## src/rtl/uart_tx_fifo.sv

```systemverilog
// uart_tx_fifo: byte FIFO between the CPU UART data register and uart_tx.
// A CPU store to TX_ADDR pushes bus_wdata[7:0]. The FSM pops one byte at a time
// and runs the uart_tx start/ready handshake.
// Optional build macro UART_TX_FIFO_OVF_EN adds a sticky overflow flag (ovf),
// a saturating dropped-byte counter (ovf_cnt) and their clear input (ovf_clr).
//
// state     | meaning
// ----------+-----------------------------------------------------------
// IDLE      | waiting for a byte and an idle uart_tx; pops on exit
// START     | tx_start high for this single cycle
// WAIT_BUSY | waiting for uart_tx to go busy; restarts after 2 idle cycles
// WAIT_DONE | uart_tx busy; waiting for it to return idle
module uart_tx_fifo #(
  parameter int          DEPTH   = 16,
  parameter int          AW      = 4,
  parameter logic [31:0] TX_ADDR = 32'h2001
) (
  input  logic          clk,
  input  logic          rstn,
  input  logic [31:0]   bus_addr,
  input  logic [31:0]   bus_wdata,
  input  logic          bus_memwrite,
  output logic          stall,
  output logic [7:0]    tx_data,
  output logic          tx_start,
  input  logic          tx_ready,
  output logic          full,
  output logic          empty,
  output logic [AW:0]   count
`ifdef UART_TX_FIFO_OVF_EN
  ,
  input  logic          ovf_clr,
  output logic          ovf,
  output logic [7:0]    ovf_cnt
`endif
);

  localparam logic [AW:0] FULL_CNT = (AW+1)'(DEPTH);

  typedef enum logic [1:0] {IDLE, START, WAIT_BUSY, WAIT_DONE} state_t;

  state_t        state, state_nx;
  logic          busy_tmr, busy_tmr_nx;
  logic [7:0]    mem [DEPTH];
  logic [AW-1:0] wr_ptr, rd_ptr;
  logic          store_hit, push, pop;
  logic          wdata_unused;

  assign wdata_unused = ^bus_wdata[31:8];

  assign store_hit = bus_memwrite && (bus_addr == TX_ADDR);
  assign push      = store_hit && !full;
  assign stall     = store_hit && full;
  assign full      = (count == FULL_CNT);
  assign empty     = (count == '0);

  // Byte storage; contents are meaningless after reset since pointers clear.
  always_ff @(posedge clk) begin
    if (push) mem[wr_ptr] <= bus_wdata[7:0];
  end

  // Pointers and occupancy; count disambiguates full from empty on wrap.
  always_ff @(posedge clk or negedge rstn) begin
    if (!rstn) begin
      wr_ptr <= '0;
      rd_ptr <= '0;
      count  <= '0;
    end else begin
      if (push) wr_ptr <= wr_ptr + 1'b1;
      if (pop)  rd_ptr <= rd_ptr + 1'b1;
      case ({push, pop})
        2'b10:   count <= count + 1'b1;
        2'b01:   count <= count - 1'b1;
        default: count <= count;
      endcase
    end
  end

  // Output byte is captured only on pop so it stays stable across restarts.
  always_ff @(posedge clk or negedge rstn) begin
    if (!rstn) tx_data <= 8'h00;
    else if (pop) tx_data <= mem[rd_ptr];
  end

  // FSM state, restart timer and registered start pulse.
  always_ff @(posedge clk or negedge rstn) begin
    if (!rstn) begin
      state    <= IDLE;
      busy_tmr <= 1'b0;
      tx_start <= 1'b0;
    end else begin
      state    <= state_nx;
      busy_tmr <= busy_tmr_nx;
      tx_start <= (state_nx == START);
    end
  end

  // Next-state and pop decode; the down-counter allows two idle-ready cycles
  // in WAIT_BUSY before the start pulse is reissued.
  always_comb begin
    state_nx    = state;
    busy_tmr_nx = busy_tmr;
    pop         = 1'b0;
    case (state)
      IDLE: begin
        if (!empty && tx_ready) begin
          pop      = 1'b1;
          state_nx = START;
        end
      end
      START: begin
        state_nx    = WAIT_BUSY;
        busy_tmr_nx = 1'b1;
      end
      WAIT_BUSY: begin
        if (!tx_ready)          state_nx = WAIT_DONE;
        else if (busy_tmr == 1'b0) state_nx = START;
        else                    busy_tmr_nx = busy_tmr - 1'b1;
      end
      WAIT_DONE: begin
        if (tx_ready) state_nx = IDLE;
      end
      default: state_nx = IDLE;
    endcase
  end

`ifdef UART_TX_FIFO_OVF_EN
  // Sticky overflow flag; a new drop wins over a same-cycle clear.
  always_ff @(posedge clk or negedge rstn) begin
    if (!rstn)        ovf <= 1'b0;
    else if (stall)   ovf <= 1'b1;
    else if (ovf_clr) ovf <= 1'b0;
  end

  // Saturating dropped-byte counter; clear takes priority over counting.
  always_ff @(posedge clk or negedge rstn) begin
    if (!rstn)                          ovf_cnt <= 8'h00;
    else if (ovf_clr)                   ovf_cnt <= 8'h00;
    else if (stall && ovf_cnt != 8'hFF) ovf_cnt <= ovf_cnt + 1'b1;
  end
`endif

endmodule

```

## config.mk

```make
export PLATFORM = sky130hd
export DESIGN_NAME = uart_tx_fifo
export DESIGN_NICKNAME = d
export VERILOG_FILES = /design/src/rtl/uart_tx_fifo.sv
export SDC_FILE = /design/constraint.sdc
export NUM_CORES = 1
export LEC_CHECK = 0
export ABC_AREA = 1
export ABC_CLOCK_PERIOD_IN_PS = 6300
export CELL_PAD_IN_SITES_DETAIL_PLACEMENT = 0
export CELL_PAD_IN_SITES_GLOBAL_PLACEMENT = 1
export CORE_MARGIN = 8
export CORE_UTILIZATION = 40
export DETAILED_ROUTE_END_ITERATION = 10
export DONT_BUFFER_PORTS = 1
export GPL_TIMING_DRIVEN = 0
export HOLD_SLACK_MARGIN = 0.1
export PLACE_DENSITY = 0.73
export SYNTH_ARGS = -nofsm -noshare
export SYNTH_HDL_FRONTEND = slang
export SYNTH_SLANG_ARGS = --single-unit
```

## constraint.sdc

```tcl
create_clock -name clk -period 6.3 [get_ports clk]
set_clock_uncertainty 0.05 [all_clocks]
set_input_delay 1.89 -clock clk [delete_from_list [all_inputs] [get_ports clk]]
set_output_delay 1.89 -clock clk [all_outputs]
set_load 0.02 [all_outputs]
```

==> results of run 1 <==
## critical path: stages
cell and delay (ns):
nor2_1 0.15, nand2_1 0.07, nor2_1 0.11, nand2_1 0.10
nor2_4 0.19, nand2_1 0.08, nor2_1 0.32
## cell type report
cell class	count	area share
flip-flops and latches	153	0.561
multi-input cells	437	0.246
inverters	119	0.0560
clock buffers	19	0.0543
well taps	225	0.0353
plain buffers	29	0.0284
clock inverters	11	0.0195
## metal layers
metal  up-vias  GRT usage  share of wire
met1      2300      0.222           0.46
met4         0     0.0636          0.018
li1       2404          -              -
met2       149      0.254           0.46
met3        22     0.0334          0.060
met5         -          0              0
## placed cells by master, fill, tap and decap left out, types with 3 or more instances in the layout
cell,instances
nand2_1,244
edfxtp_1,128
inv_1,114
nand3_1,106
nor2_1,44
dfrtp_1,25
clkbuf_16,17
buf_2,14
nand4_1,12
buf_6,10
xor2_1,8
ha_1,8
inv_2,4
buf_4,4
clkinv_2,4
bufinv_16,4
clkinv_1,3
## flip-flops by register name, summed over array words and instances, names as in the netlist
register and count:
tx_data 8, busy_tmr 1, tx_start 1, count 5, rd_ptr 4, state 2
wr_ptr 4, mem 128
## worst max-delay path by stage
stage                            start  endpoint  slack (ns)  depth (start not counted)
final                     bus_addr[15]     stall        1.45                          7
after global routing      bus_addr[15]     stall        1.29                          7
after detailed placement  bus_addr[15]     stall        1.42                          7
after floorplan           bus_addr[21]     stall        1.63                          7
after CTS                 bus_addr[15]     stall        1.42                          7
after global placement    bus_addr[15]     stall        1.45                          7
## metrics by stage
stage | hold WS, ns | utilization | std cells | instance area (µm²)
floorplan | 0.429 | - | 738 | 7100
global placement | 0.446 | 0.425 | 963 | 7380
detailed placement | 0.462 | 0.425 | 963 | 7380
CTS | 0.477 | 0.459 | 993 | 7970
global route | 0.504 | 0.459 | 993 | 7970
finish | 0.475 | 0.459 | 993 | 7970
## cells by family (layout without fill, tap and decap cells)
| group | count (synthesis) | in the layout |
|---|---|---|
| xor+xnor | 9 | 9 |
| fa+ha+maj | 8 | 8 |
| compound gates | 8 | 8 |
| simple gates | 412 | 412 |
| buf+inv | 148 | 178 |
| flops | 153 | 153 |
## where the power goes
| group | internal [mW] | switching, mW | total [mW] |
|---|---|---|---|
| sequential | 1.16 | 0.114 | 1.27 |
| combinational | 0.356 | 0.689 | 1.05 |
| clock | 0.651 | 0.379 | 1.03 |
==> flow_summary.yaml, run 1 <==
drt:
  drc: 0
  first_pass_iters: 5
  ant_nets: 0
  vias: 4875
  routed_wirelength_mm: 17.5
  vias_per_cell: 4.91
  drtIter0Drc: 429
  route.detailed.wl_per_inst_um: 17.7
finish:
  fin_nets: 833
  diodes: 0
  drive_above_1_share: 0.0807
  multi_input_area_um2: 1960
  ff_latch_area_um2: 4470
  areaGrowthSynthToFinish_pct: 12.2
  n_fill_cell: 1606
floorplanning:
  initial_core_util: 0.409
  die_w_um: 149
  die_area_um2: 22300
  pin_count: 85
  die_h_um: 149
  coreArea_um2: 17400
  rows: 48
synth:
  synth-simple-area-share: 0.244
  synthMuxAreaShare: 0
  synth_top_area_cell: "edfxtp_1"
  synthTopCellsByArea: "edfxtp_1 (54%), nand2_1 (13%), dfrtp_1 (8.8%)"
  synth_top_family_by_area: "simple AND/OR/NAND/NOR gates"
  yosysMostFrequentCell: "nand2_1"
  syn-num-nets: 814
  synthFlopType: "edfxtp_1"
  synth_compound_area_frac: 0.00634
  synth.distinct_cells: 26
  synth-seq-area-share: 0.629
  synthAdderAreaFrac: 0.0141
  ys_seq_elements: 153
  synthArstFlopShare: 0.163
  synth_top_area_frac: 0.541
  synth_edf_count: 128
  synth_area_per_cell_um2: 9.62
  synth_common_cells: "nand2_1 (244), edfxtp_1 (128), inv_1 (114)"
  synth_area_um2: 7100
  synthXorXnorAreaFrac: 0.0111
  syn_inst: 738
  yosysWarningCount: 0
placement:
  io_buffers: 0
  place_ws_ns: 1.42
  post-dp-hpwl_mm: 12.5
  gp_congestion: 0.878
sta:
  totalNegativeSetupSlack_ns: 0
  worst_slack_ns: 1.45
  drv_slew: 0
  fmax_ghz: 0.206
  setup_violations: 0
  relSlewSlack: 0.449
  rsz0062_at_grt: "no"
  finalHoldViolations: 0
  period_share: 0.770
  min_period_ns: 4.85
  tightest_slew_ns: 0.823
clocking:
  cts_buffer_depth: 2
  htree_levels: 4
  cts_setup_buffers: 0
  clock_latency_ns: 0.43
  root_buffer: "clkbuf_16"
  cts.sinks: 153
  cts_tree: "built"
  hold_buffers: 0
  cts_buffers: 17
  cts_resized: 0
  cts.clk_slew.worst_paths_ns: 0.06
worst_hold_path:
  worst_hold_path_type: "reg -> reg"
  worstHoldStart: "busy_tmr"
  whs_path_depth: 2
  min_to: "busy_tmr"
setup_path:
  criticalPathCategory: "in -> out"
  critPathMaxFanout: 8
  cp-end-kind: "primary output"
  r2r-end: "count[4]"
  arrival_ns: 2.91
  startpoint_type: "input pin"
  timing.rr.start: "count[1]"
  ff2ff_setup_slack_ns: 3.64
  rr_worst_depth: 17
  crit_required_ns: 4.36
global_route:
  antenna_found_initial: 0
  overflow: 0
  grt_pass1_wl_mm: 27.2
  grt_max_degree: 26
  track_usage: 0.164
  grt_pass1_vias: 4820
pwr:
  p_leak_nw: 3.51
  power_per_cell_area_nw_per_um2: 420
  finalPower_mw: 3.35
  ir_drop_v: 0.000229
run:
  cap_violations: 0
run_status:
  outcome: "finished, final reports clean"
(Power assumes the default switching activity.)
==> inputs of run 2 (changes only) <==
--- a/config.mk
+++ b/config.mk
@@ -6,7 +6,7 @@
 export NUM_CORES = 1
 export LEC_CHECK = 0
 export ABC_AREA = 1
-export ABC_CLOCK_PERIOD_IN_PS = 6300
+export ABC_CLOCK_PERIOD_IN_PS = 4400
 export CELL_PAD_IN_SITES_DETAIL_PLACEMENT = 0
 export CELL_PAD_IN_SITES_GLOBAL_PLACEMENT = 1
 export CORE_MARGIN = 8
@@ -15,7 +15,7 @@
 export DONT_BUFFER_PORTS = 1
 export GPL_TIMING_DRIVEN = 0
 export HOLD_SLACK_MARGIN = 0.1
-export PLACE_DENSITY = 0.73
+export PLACE_DENSITY = 0.75
 export SYNTH_ARGS = -nofsm -noshare
 export SYNTH_HDL_FRONTEND = slang
 export SYNTH_SLANG_ARGS = --single-unit
==> constraint.sdc (replaced) <==
create_clock -name clk -period 4.4 [get_ports clk]
set_clock_uncertainty 0.05 [all_clocks]
set_input_delay 1.32 -clock clk [delete_from_list [all_inputs] [get_ports clk]]
set_output_delay 1.32 -clock clk [all_outputs]
set_load 0.02 [all_outputs]
==> flow_summary.yaml, run 2 (synthesis results as in run 1) <==
drt:
  drc: 0
  route.detailed.wl_per_inst_um: 17.8
  vias: 4919
  drtIter0Drc: 508
  vias_per_cell: 4.94
  first_pass_iters: 5
  routed_wirelength_mm: 17.7
  ant_nets: 0
setup_path:
  timing.rr.start: "count[1]"
  critPathLaunch: "bus_addr[15]"
  criticalPathCategory: "in -> out"
  rr_worst_depth: 17
  startpoint_type: "input pin"
  crit_required_ns: 3.03
  crit_path_end: "stall"
  arrival_ns: 2.38
  cp-end-kind: "primary output"
  r2r-end: "count[4]"
  ff2ff_setup_slack_ns: 1.78
  critPathMaxFanout: 8
sta:
  period_share: 0.853
  setup_violations: 0
  relSlewSlack: 0.406
  min_period_ns: 3.75
  finalHoldViolations: 0
  fmax_ghz: 0.266
  tightest_slew_ns: 0.888
  drv_slew: 0
  totalNegativeSetupSlack_ns: 0
  rsz0062_at_grt: "no"
run_status:
  outcome: "finished, final reports clean"
floorplanning:
  die_h_um: 149
  pin_count: 85
  die_w_um: 149
  initial_core_util: 0.409
  rows: 48
  coreArea_um2: 17400
  die_area_um2: 22300
placement:
  gp_congestion: 0.843
  post-dp-hpwl_mm: 12.6
  io_buffers: 0
clocking:
  hold_buffers: 0
  cts_buffers: 17
  cts_setup_buffers: 0
  cts_resized: 0
  cts.sinks: 153
  cts_buffer_depth: 2
  cts.clk_slew.worst_paths_ns: 0.06
  htree_levels: 4
  root_buffer: "clkbuf_16"
  clock_latency_ns: 0.42
  cts_tree: "built"
finish:
  largest_register_ff_count: 128
  final_util: 0.458
  layout_commonest_cell: "nand2_1"
  diodes: 0
  reg.largest.list: "mem (128), tx_data (8), count (5)"
  areaGrowthSynthToFinish_pct: 11.9
  largest_register: "mem"
  drive_above_1_share: 0.0818
  fin_nets: 833
  n_fill_cell: 1607
  most-common-layout-cells: "nand2_1 (244), edfxtp_1 (128), inv_1 (114)"
global_route:
  top_usage_layer: "met2"
  antenna_found_initial: 0
  grt_pass1_vias: 4832
  overflow: 0
  met2_usage: 0.257
  grt_pass1_wl_mm: 27.1
  met3_usage: 0.0449
  track_usage: 0.163
  met1_usage: 0.215
  grt_max_degree: 26
run:
  cap_violations: 0
worst_hold_path:
  worst_hold_path_type: "reg -> reg"
pwr:
  power_per_cell_area_nw_per_um2: 595
  ir_drop_v: 0.000299
  p_leak_nw: 3.47
-- run 2: cell count changes in the layout (fill, tap and decap cells not counted) --
cell	previous run	this run
inv_6	0	1
bufinv_16	4	2
clkinv_2	4	1
clkbuf_1	2	3
clkinvlp_4	1	6
-- run 2: final cells by class --
cell class | count | area [µm²] | area share
clock buffer | 20 | 437 | 0.0550
buffer | 29 | 226 | 0.0285
tap | 225 | 282 | 0.0354
sequential | 153 | 4470 | 0.562
inverter | 119 | 447 | 0.0562
multi-input combinational | 437 | 1960 | 0.247
clock inverter | 12 | 126 | 0.0159
-- run 2: metrics by stage --
step                      area (µm²)  cells  worst slack [ns]  hold WS, ns  total power [mW]
after floorplan                 7100    738             0.874        0.429              2.89
after global placement          7380    963             0.663        0.442              3.32
after detailed placement        7380    963             0.623        0.472              3.35
after CTS                       7950    995             0.624        0.486              4.74
after global routing            7950    995             0.478        0.514              4.96
final                           7950    995             0.647        0.481              4.73
-- run 2: power breakdown --
part | switching (mW) | internal [mW] | leakage, nW
clock | 0.567 | 0.830 | 0.254
sequential | 0.163 | 1.66 | 1.46
combinational | 0.998 | 0.510 | 1.76
-- run 2: how the worst min path moves through the flow --
| stage | from | to | slack (ns) | cells after the start |
|---|---|---|---|---|
| finish | wr_ptr[3] | wr_ptr[3] | 0.48 | 2 |
| global route | busy_tmr | busy_tmr | 0.51 | 2 |
| CTS | wr_ptr[3] | wr_ptr[3] | 0.49 | 2 |
| detailed placement | busy_tmr | busy_tmr | 0.47 | 2 |
| global placement | busy_tmr | busy_tmr | 0.44 | 2 |
| floorplan | busy_tmr | busy_tmr | 0.43 | 2 |
-- run 2: worst max-delay path, cell delays in order --
cell     delay (ns)
nor2_1         0.18
nand2_1        0.07
nor2_1         0.13
nand2_1        0.10
nor2_4         0.19
nand2_1        0.07
nor2_1         0.33
-- run 2: routing by layer --
metal | wire, µm | vias up
met3 | 1020 | 15
li1 | - | 2407
met2 | 8430 | 119
met4 | 257 | 0
met1 | 8000 | 2378
met5 | 0 | -
==> inputs of run 3 (changes only) <==
==> constraint.sdc (replaced) <==
create_clock -name clk -period 4.4 [get_ports clk]
set_clock_uncertainty 0.05 [all_clocks]
set_input_delay 0.44 -clock clk [delete_from_list [all_inputs] [get_ports clk]]
set_output_delay 0.44 -clock clk [all_outputs]
set_load 0.02 [all_outputs]
==> flow_summary.yaml, run 3 (synthesis results as in run 1) <==
run_status:
  outcome: "finished, final reports clean"
finish:
  most-common-layout-cells: "nand2_1 (244), edfxtp_1 (128), inv_1 (114)"
  n_fill_cell: 1599
  fin_cells: 1005
  reg.largest.list: "mem (128), tx_data (8), count (5)"
  largest_register_ff_count: 128
  fin_nets: 843
  diodes: 0
  drive_above_1_share: 0.0821
  final_util: 0.464
  areaGrowthSynthToFinish_pct: 13.4
  largest_register: "mem"
  layout_commonest_cell: "nand2_1"
drt:
  drtIter0Drc: 536
  ant_nets: 0
  vias_per_cell: 4.94
  routed_wirelength_mm: 17.9
  vias: 4966
  first_pass_iters: 5
  drc: 0
  route.detailed.wl_per_inst_um: 17.8
sta:
  fmax_ghz: 0.382
  finalHoldViolations: 0
  tightest_slew_ns: 0.853
  relSlewSlack: 0.429
  min_period_ns: 2.62
  period_share: 0.596
  drv_slew: 0
  setup_violations: 0
  totalNegativeSetupSlack_ns: 0
  rsz0062_at_grt: "no"
placement:
  post-dp-hpwl_mm: 12.6
  gp_congestion: 0.843
  place_inst: 963
  io_buffers: 0
setup_path:
  crit_required_ns: 4.66
  criticalPathCategory: "reg -> reg"
  r2r-end: "count[4]"
  ff2ff_setup_slack_ns: 1.78
  rr_worst_depth: 17
  timing.rr.start: "count[1]"
  arrival_ns: 2.89
  cp-end-kind: "register"
  critPathMaxFanout: 11
  startpoint_type: "register"
clocking:
  cts.sinks: 153
  cts.clk_slew.worst_paths_ns: 0.06
  hold_buffers: 10
  cts_buffer_depth: 2
  cts_tree: "built"
  cts_buffers: 17
  htree_levels: 4
  root_buffer: "clkbuf_16"
  clock_latency_ns: 0.42
  cts_setup_buffers: 0
  cts_resized: 0
floorplanning:
  rows: 48
  die_area_um2: 22300
  coreArea_um2: 17400
  initial_core_util: 0.409
  die_w_um: 149
  die_h_um: 149
  pin_count: 85
worst_hold_path:
  worst_hold_path_type: "in -> reg"
  whs_path_depth: 2
  min_to: "wr_ptr[2]"
  worstHoldStart: "bus_memwrite"
global_route:
  grt_max_degree: 26
  overflow: 0
  antenna_found_initial: 1
  track_usage: 0.166
  grt_pass1_wl_mm: 27.5
  grt_pass1_vias: 4892
pwr:
  power.internal_mw: 3.01
  swShare: 0.369
  pwr-share-clk: 0.292
  ir_drop_v: 0.000299
  p_seq_frac: 0.383
  pwr-share-comb: 0.325
  switchingPower_mw: 1.76
  p_leak_nw: 3.52
  power_per_cell_area_nw_per_um2: 592
run:
  cap_violations: 0
## run 3: cell types whose count changed in the layout (fill, tap and decap cells not counted), sizes merged
cell         change
dlygate4sd3      +9
buf              +1
## run 3: how the worst max path moves through the flow
stage                  from       end  slack, ns  cells after the start
6_report           count[1]  count[4]       1.78                     17
5_1_grt            count[3]  count[4]       1.57                     17
4_1_cts            count[1]  count[4]       1.80                     17
3_5_place_dp   bus_addr[15]  count[4]       1.61                     18
3_3_place_gp   bus_addr[15]  count[4]       1.69                     18
2_1_floorplan  bus_addr[21]  count[4]       2.05                     18
## run 3: layer usage
| metal | wire (µm) | up-vias | GRT usage | part of all wire |
|---|---|---|---|---|
| met3 | 1040 | 18 | 0.0455 | 0.058 |
| li1 | - | 2425 | - | - |
| met2 | 8640 | 120 | 0.265 | 0.48 |
| met1 | 7970 | 2401 | 0.216 | 0.44 |
| met4 | 260 | 2 | 0.0525 | 0.015 |
| met5 | 13 | - | 0 | 0.00073 |
## run 3: layout make-up
cell class / instances / area (µm²) / area share
flip-flops and latches: 153 / 4470 / 0.555
multi-input cells: 437 / 1960 / 0.243
inverters: 119 / 447 / 0.0554
clock buffers: 20 / 437 / 0.0542
well taps: 225 / 282 / 0.0349
plain buffers: 29 / 226 / 0.0281
clock inverters: 12 / 126 / 0.0157
repair buffers: 10 / 110 / 0.0137
## run 3: critical path: stages, from the launching register on
cell and delay (ns):
dfrtp_1 0.50, nor2_1 0.20, nand4_1 0.15, nand2_1 0.17, inv_2 0.08, buf_6 0.14
ha_1 0.16, buf_2 0.16, xor2_1 0.16, ha_1 0.20, inv_1 0.05, nand2_1 0.08
nand3_1 0.12, nand2_1 0.07, nand2_1 0.07, nand2_1 0.04, nand2_1 0.05, nand2_1 0.05
## run 3: through the flow
stage | total power [mW] | hold WS, ns | instance area, µm² | worst slack, ns
detailed placement | 3.35 | 0.0955 | 7380 | 1.61
floorplan | 2.89 | 0.0944 | 7100 | 2.05
CTS | 4.77 | 0.109 | 8060 | 1.80
finish | 4.77 | 0.120 | 8060 | 1.78
global placement | 3.32 | 0.0956 | 7380 | 1.69
global route | 5.00 | 0.119 | 8060 | 1.57
## run 3: power groups by stage
stage | Sequential, mW | Combinational [mW] | Clock (mW)
floorplan | 1.82 | 1.06 | 0
global placement | 1.85 | 1.47 | 0
detailed placement | 1.86 | 1.49 | 0
CTS | 1.83 | 1.54 | 1.41
global route | 1.84 | 1.70 | 1.46
finish | 1.82 | 1.55 | 1.39
